## src/rtl/sqrt_pkg.sv

```systemverilog
// Shared types and constants for the square-root bus sequencer.
package sqrt_pkg;

  // Sequencer states; all eight 3-bit encodings are assigned.
  typedef enum logic [2:0] {
    IDLE     = 3'b000,
    LOAD_SQ  = 3'b001,
    INIT_K   = 3'b010,
    INIT_CNT = 3'b011,
    SUB      = 3'b100,
    INC      = 3'b101,
    STEP_K   = 3'b110,
    DONE     = 3'b111
  } state_t;

  // ALU function codes.
  localparam logic [2:0] FN_PASS = 3'b000;  // x
  localparam logic [2:0] FN_ZERO = 3'b001;  // 0
  localparam logic [2:0] FN_ONE  = 3'b010;  // 1
  localparam logic [2:0] FN_INC  = 3'b011;  // x + 1
  localparam logic [2:0] FN_SUB  = 3'b100;  // x - y
  localparam logic [2:0] FN_ADD2 = 3'b101;  // y + 2

  // Per-cycle datapath control vector.
  typedef struct packed {
    logic       trans_sw;
    logic       trans_sq;
    logic       trans_count;
    logic       trans_k;
    logic       ld_sq;
    logic       ld_k;
    logic       ld_count;
    logic [2:0] func;
  } ctrl_t;

endpackage

```

## src/rtl/sqrt_ctrl_decode.sv

```systemverilog
// Pure state-to-control decode (Moore outputs of the sequencer).
module sqrt_ctrl_decode
  import sqrt_pkg::*;
(
  input  state_t i_state,
  output ctrl_t  o_ctrl
);

  // Map each state to its transfer enables, load strobes and ALU op.
  always_comb begin
    o_ctrl      = '0;
    o_ctrl.func = FN_PASS;
    case (i_state)
      LOAD_SQ: begin
        o_ctrl.trans_sw = 1'b1;
        o_ctrl.func     = FN_PASS;
        o_ctrl.ld_sq    = 1'b1;
      end
      INIT_K: begin
        o_ctrl.func = FN_ONE;
        o_ctrl.ld_k = 1'b1;
      end
      INIT_CNT: begin
        o_ctrl.func     = FN_ZERO;
        o_ctrl.ld_count = 1'b1;
      end
      SUB: begin
        // ld_sq is gated by the borrow in the top level.
        o_ctrl.trans_sq = 1'b1;
        o_ctrl.trans_k  = 1'b1;
        o_ctrl.func     = FN_SUB;
        o_ctrl.ld_sq    = 1'b1;
      end
      INC: begin
        o_ctrl.trans_count = 1'b1;
        o_ctrl.func        = FN_INC;
        o_ctrl.ld_count    = 1'b1;
      end
      STEP_K: begin
        o_ctrl.trans_k = 1'b1;
        o_ctrl.func    = FN_ADD2;
        o_ctrl.ld_k    = 1'b1;
      end
      default: begin
        o_ctrl = '0;
      end
    endcase
  end

endmodule

```

## src/rtl/sqrt_bus_sequencer.sv

```systemverilog
// Moore sequencer computing floor(sqrt(SW)) on a shared-bus datapath by
// subtracting successive odd numbers, with go/done handshake and an
// iteration guard that aborts with err after MAX_ITER subtract steps.
module sqrt_bus_sequencer
  import sqrt_pkg::*;
#(
  parameter int MAX_ITER = 16,
  parameter int ITER_W   = 5
) (
  input  logic              clk,
  input  logic              reset,
  input  logic              go,
  input  logic              over,
  output logic              trans_sw,
  output logic              trans_sq,
  output logic              trans_count,
  output logic              trans_k,
  output logic              ld_sq,
  output logic              ld_k,
  output logic              ld_count,
  output logic [2:0]        func,
  output logic              busy,
  output logic              done,
  output logic              err,
  output logic [ITER_W-1:0] iter
);

  localparam logic [ITER_W-1:0] LP_MAX = ITER_W'(MAX_ITER);

  state_t             r_state;
  state_t             w_next;
  logic [ITER_W-1:0]  r_iter;
  logic               r_err;
  logic               w_last;
  logic               w_borrow;
  ctrl_t              w_ctrl;

  // The SUB step that brings the count to MAX_ITER is the last allowed.
  assign w_last   = ((r_iter + ITER_W'(1)) == LP_MAX);
  assign w_borrow = (r_state == SUB) && over;

  // Control decode from state only.
  sqrt_ctrl_decode u_decode (
    .i_state (r_state),
    .o_ctrl  (w_ctrl)
  );

  // Next-state logic.
  always_comb begin
    w_next = r_state;
    case (r_state)
      IDLE:     if (go) w_next = LOAD_SQ;
      LOAD_SQ:  w_next = INIT_K;
      INIT_K:   w_next = INIT_CNT;
      INIT_CNT: w_next = SUB;
      SUB: begin
        if (over)        w_next = DONE;
        else if (w_last) w_next = DONE;
        else             w_next = INC;
      end
      INC:      w_next = STEP_K;
      STEP_K:   w_next = SUB;
      DONE:     if (!go) w_next = IDLE;
      default:  w_next = IDLE;
    endcase
  end

  // State, iteration counter and guard flag registers.
  always_ff @(posedge clk) begin
    if (reset) begin
      r_state <= IDLE;
      r_iter  <= '0;
      r_err   <= 1'b0;
    end else begin
      r_state <= w_next;
      if (r_state == IDLE && go) begin
        r_iter <= '0;
      end else if (r_state == SUB && r_iter != LP_MAX) begin
        r_iter <= r_iter + ITER_W'(1);
      end
      if (r_state == SUB) begin
        r_err <= !over && w_last;
      end else if (r_state == DONE && !go) begin
        r_err <= 1'b0;
      end
    end
  end

  assign trans_sw    = w_ctrl.trans_sw;
  assign trans_sq    = w_ctrl.trans_sq;
  assign trans_count = w_ctrl.trans_count;
  assign trans_k     = w_ctrl.trans_k;
  // A borrowing subtract leaves sq holding the remainder.
  assign ld_sq       = w_ctrl.ld_sq & ~w_borrow;
  assign ld_k        = w_ctrl.ld_k;
  assign ld_count    = w_ctrl.ld_count;
  assign func        = w_ctrl.func;
  assign busy        = (r_state != IDLE) && (r_state != DONE);
  assign done        = (r_state == DONE);
  assign err         = r_err;
  assign iter        = r_iter;

endmodule
```

## config.mk

```make
export PLATFORM = sky130hd
export DESIGN_NAME = sqrt_bus_sequencer
export DESIGN_NICKNAME = d
export VERILOG_FILES = /design/src/rtl/sqrt_pkg.sv /design/src/rtl/sqrt_ctrl_decode.sv /design/src/rtl/sqrt_bus_sequencer.sv
export SDC_FILE = /design/constraint.sdc
export NUM_CORES = 1
export LEC_CHECK = 0
export CORE_MARGIN = 4
export CORE_UTILIZATION = 49
export DETAILED_ROUTE_END_ITERATION = 12
export PLACE_DENSITY = 0.87
export SKIP_CTS_REPAIR_TIMING = 1
export SLEW_MARGIN = 10
export SYNTH_ARGS = -nofsm -noshare
export SYNTH_HDL_FRONTEND = slang
export SYNTH_HIERARCHICAL = 1
export SYNTH_SLANG_ARGS = --single-unit
```

## constraint.sdc

```tcl
create_clock -name clk -period 4.3 [get_ports clk]
set_input_delay 0.645 -clock clk [delete_from_list [all_inputs] [get_ports clk]]
set_output_delay 0.645 -clock clk [all_outputs]
set_load 0.02 [all_outputs]
```

* Word-level counts from Yosys, hierarchy flattened
Index checks and enable logic that the tools add are counted.
** Storage, ports and cells
- Bits in registers :: 9
- Bits of input ports :: 4
- Output and inout port bits :: 18
- Word-level logic and storage cells :: 51
** Cells by class
- Add/sub/neg operators :: 1
- Eq/ne operators :: 12
- Mux-type cells :: 15
- Bitwise operators :: 2
- Reduce and logical (&&, ||, !) cells :: 18
** Operator list (count)
- $pmux 3 s7 :: 1
- $pmux 3 s5 :: 1
- $eq 3x3->1 const B :: 4
- $reduce_or 2->1 :: 6
- $mux 1 :: 9
- $eq 3x2->1 const B :: 2
- $logic_and 1x1->1 :: 6
- $mux 3 :: 2
- $add 5x1->5 const B :: 1
- $eq 5x5->1 const B :: 1
- $ne 5x5->1 const B :: 1
- $mux 2 :: 2
- $ne 2x2->1 const B :: 2
- $eq 3x1->1 const B :: 1
- $logic_not 3->1 :: 1
- $ne 3x3->1 const B :: 1
- $reduce_bool 3->1 :: 1
- $logic_not 1->1 :: 2
- $reduce_and 2->1 :: 1
- $reduce_bool 2->1 :: 1
- $and 1x1->1 :: 1
- $not 1->1 :: 1

* Longest topological paths before layout
- Depth in word-level cells :: 5
- Depth in mapped cells :: 6
- Gate-level depth less buffers :: 6

* Modules after synthesis
Netlist, hierarchy kept.
** By module, submodules not included
- sqrt_bus_sequencer :: times used 1, cells each 69, area an instance 623.1 um2, sequential area each 180.2 um2
- sqrt_ctrl_decode :: times used 1, cells each 18, area an instance 132.6 um2, sequential area each 0.0 um2

* Least setup slack after synthesis
Ideal clock, no wire load.
- Path kind :: reg2out
- From :: register r_state[0]
- To :: output port ld_sq
- Arrival :: 1.161 ns
- Required time :: 3.655 ns
- Slack :: 2.494 ns
- Stages on the path, launching flop included :: 5
- Cells stage by stage :: dfxtp_1 -> buf_4 -> xnor2_1 -> nor2_1 -> a21boi_0
** RTL lines
- from (decl) :: line sqrt_bus_sequencer.sv:30 : state_t r_state;
- from (signal assigned) :: line sqrt_bus_sequencer.sv:75 : r_state <= w_next;
- to (decl) :: line sqrt_bus_sequencer.sv:18 : output logic ld_sq,

==> results by group <==
Run status
  – Outcome: complete, no violations

Clock network
  – CTS clk-pin slew, worst paths: 0.06 ns
  – CTS buffer count: 3
  – Clock sinks: 9
  – H-tree levels: 1
  – Clk_lat worst skew: 0.26 ns
  – TritonCTS clock tree: done
  – Clock Path Buffers: 2
  – Root Driver: clkbuf_4

Cells and area
  – Post-route cell area: 928 um^2
  – Diodes inserted: 0
  – # fillers: 118
  – Commonest non-fill, non-tap cell in the layout: clkdlybuf4s50_1
  – Register area: 180 um^2
  – Multi-input gate area: 465 um^2
  – Share of cells above drive strength 1: 14.4%
  – P&R area growth vs syn: 22.8%
  – Commonest cells after routing, fill and taps aside: clkdlybuf4s50_1 (21), nor2_1 (10), dfxtp_1 (9)
  – Nets: 112

STA
  – Worst Max-Slew Pin Slew: 0.678 ns
  – Fin. Hold Viols: 0
  – Tcrit/Tclk final: 63.5%
  – RSZ-0062 raised after global routing: no
  – Setup TNS Final: 0 ns
  – Slew headroom: 54.8%
  – Max-slew violation count: 0
  – Peak Freq: 0.366 GHz
  – Hold Slack: 0.629 ns
  – Min Tclk post-route: 2.73 ns
  – Clock skew: 0.00224 ns
  – Final setup violation count: 0

Floorplan
  – Placeable Area: 1380 um^2
  – Num rows: 13
  – Full die area: 2230 um^2
  – Initial Util: 54.7%
  – Io pins: 22
  – Die Span Y: 47.3 um
  – Die W: 47.3 um

Flow run
  – Max-Cap Viols: 0

Worst setup path
  – CP Class: flip-flop to primary output
  – Crit start category: flip-flop
  – Crit-path cells: xnor2_1, nor2_1, a21boi_0, clkdlybuf4s50_1
  – Critical Path Sink Type: primary output
  – Worst Path Required: 3.65 ns
  – CP Max Fanout: 18
  – Slowest cell on the critical path: dfxtp_1
  – Critical path arrival: 2.09 ns
  – Max incr delay on CP: 0.76 ns

Power
  – VDD IR max: 160 uV
  – Leak Pwr: 0.350 nW
  – Final total power: 0.220 mW
  – PD cells: 237 nW/um^2

Placement
  – Port-buffer cells: 21
  – Post-DP HPWL: 1.19 mm
  – Placer Congestion: 0.770
  – Dpl cell area: 902 um^2

Worst hold path
  – HP Class: flip-flop to flip-flop

Synthesis
  – Synth Flop Type: dfxtp_1
  – Number of synthesized flops with an enable pin: 0
  – Mean Syn Cell Area: 8.69 um^2
  – Seq/Total Area, Yosys: 23.8%
  – #FFs+latches synth: 9
  – Distinct cell type count of the synthesized netlist: 41
  – Cell Area, Synth: 756 um^2
  – Syn nets: 94
  – Gate Count Post-Synth: 87
  – Asr flop ratio synth: 0%
  – YS warnings: 6

Route
  – Via/cell ratio: 5.74
  – DR pass1 iterations: 5
  – Per-cell routed wire length: 13.0 um
  – DR DRC count: 0
  – 1st-iter DRT viols: 17
  – Post-route antenna net violation count: 0
  – Via count: 683
  – Post-Route WL: 1.55 mm

Global route
  – Gr ovfl total: 0
  – First-pass GRT wire length: 2.57 mm
  – Vias in the first global route: 641
  – GRT Total Usage: 16.1%
  – Largest net degree at the start of global routing: 19
  – Initial antenna violation count: 0
through the flow:
step	setup slack [ns]	util (%)	cells
final	1.57	67.1	119
after global routing	1.41	67.1	119
after CTS	1.56	67.1	119
after detailed placement	1.81	65.2	115
after global placement	1.82	65.2	115
after floorplan	2.49	-	87
critical path: cells and delay by family, from the launching register on:
family,cells,cell delay [ns]
AO/OA/AOI/OAI,1,0.18
XOR/XNOR,1,0.14
buffers and inverters,1,0.62
flip-flops,1,0.76
AND/OR/NAND/NOR,1,0.12
flip-flops by register name, summed over array words and instances (netlist names):
| name | cells |
|---|---|
| r_state | 3 |
| err | 1 |
| iter | 5 |
path summary, 6_finish.rpt:
kind         cells past startpoint                      end                     from  slack (ns)
min reg2reg                      3         err$_SDFFE_PP0P_         err$_SDFFE_PP0P_        0.63
max reg2reg                      5  r_state[1]$_SDFFE_PP0P_     iter[0]$_SDFFE_PP0P_        2.62
min                              3         err$_SDFFE_PP0P_         err$_SDFFE_PP0P_        0.63
max                              4                    ld_sq  r_state[0]$_SDFFE_PP0P_        1.57
logic make-up (layout without fill, tap and decap cells):
kind of cell	count (synthesis)	in the layout	synth area share, %
AND/OR/NAND/NOR	33	33	28.3
multiplexers	2	2	2.65
AO/OA/AOI/OAI	20	20	18.7
flip-flops	9	9	23.8
buffers and inverters	14	31	14.6
XOR/XNOR	6	6	6.95
adder cells (fa/ha/maj)	3	3	4.97
power breakdown:
group	switching (mW)	total (mW)	internal [mW]
combinational	0.0265	0.0558	0.0293
clock	0.0309	0.0667	0.0359
sequential	0.0119	0.0979	0.0860
total	0.0693	0.220	0.151
metal layers:
metal / track usage [%] / part of all wire, % / up-vias
met5: 0 / 0 / -
met4: 11.6 / 1.5 / 0
met3: 3.07 / 6.2 / 3
met2: 28.1 / 53 / 28
met1: 17.0 / 39 / 314
li1: - / - / 338
final cells by class:
cell class	instances	area share [%]
multi-input cells	64	50.1
repair buffers	21	22.6
flip-flops and latches	9	19.4
inverters	6	2.96
clock buffers	4	2.83
well taps	15	2.02
cells in the mapped netlist (all sizes together) (3+ instances only):
master / n / area (um^2)
xnor2: 3 / 26.3
dfxtp: 9 / 180
xor2: 3 / 26.3
nor2b: 3 / 28.8
buf: 8 / 82.6
nand2: 5 / 26.3
inv: 6 / 27.5
nor2: 10 / 37.5
ha: 3 / 37.5
a21oi: 6 / 30.0
nand4: 3 / 18.8
Power figures use the tool's default switching activity.
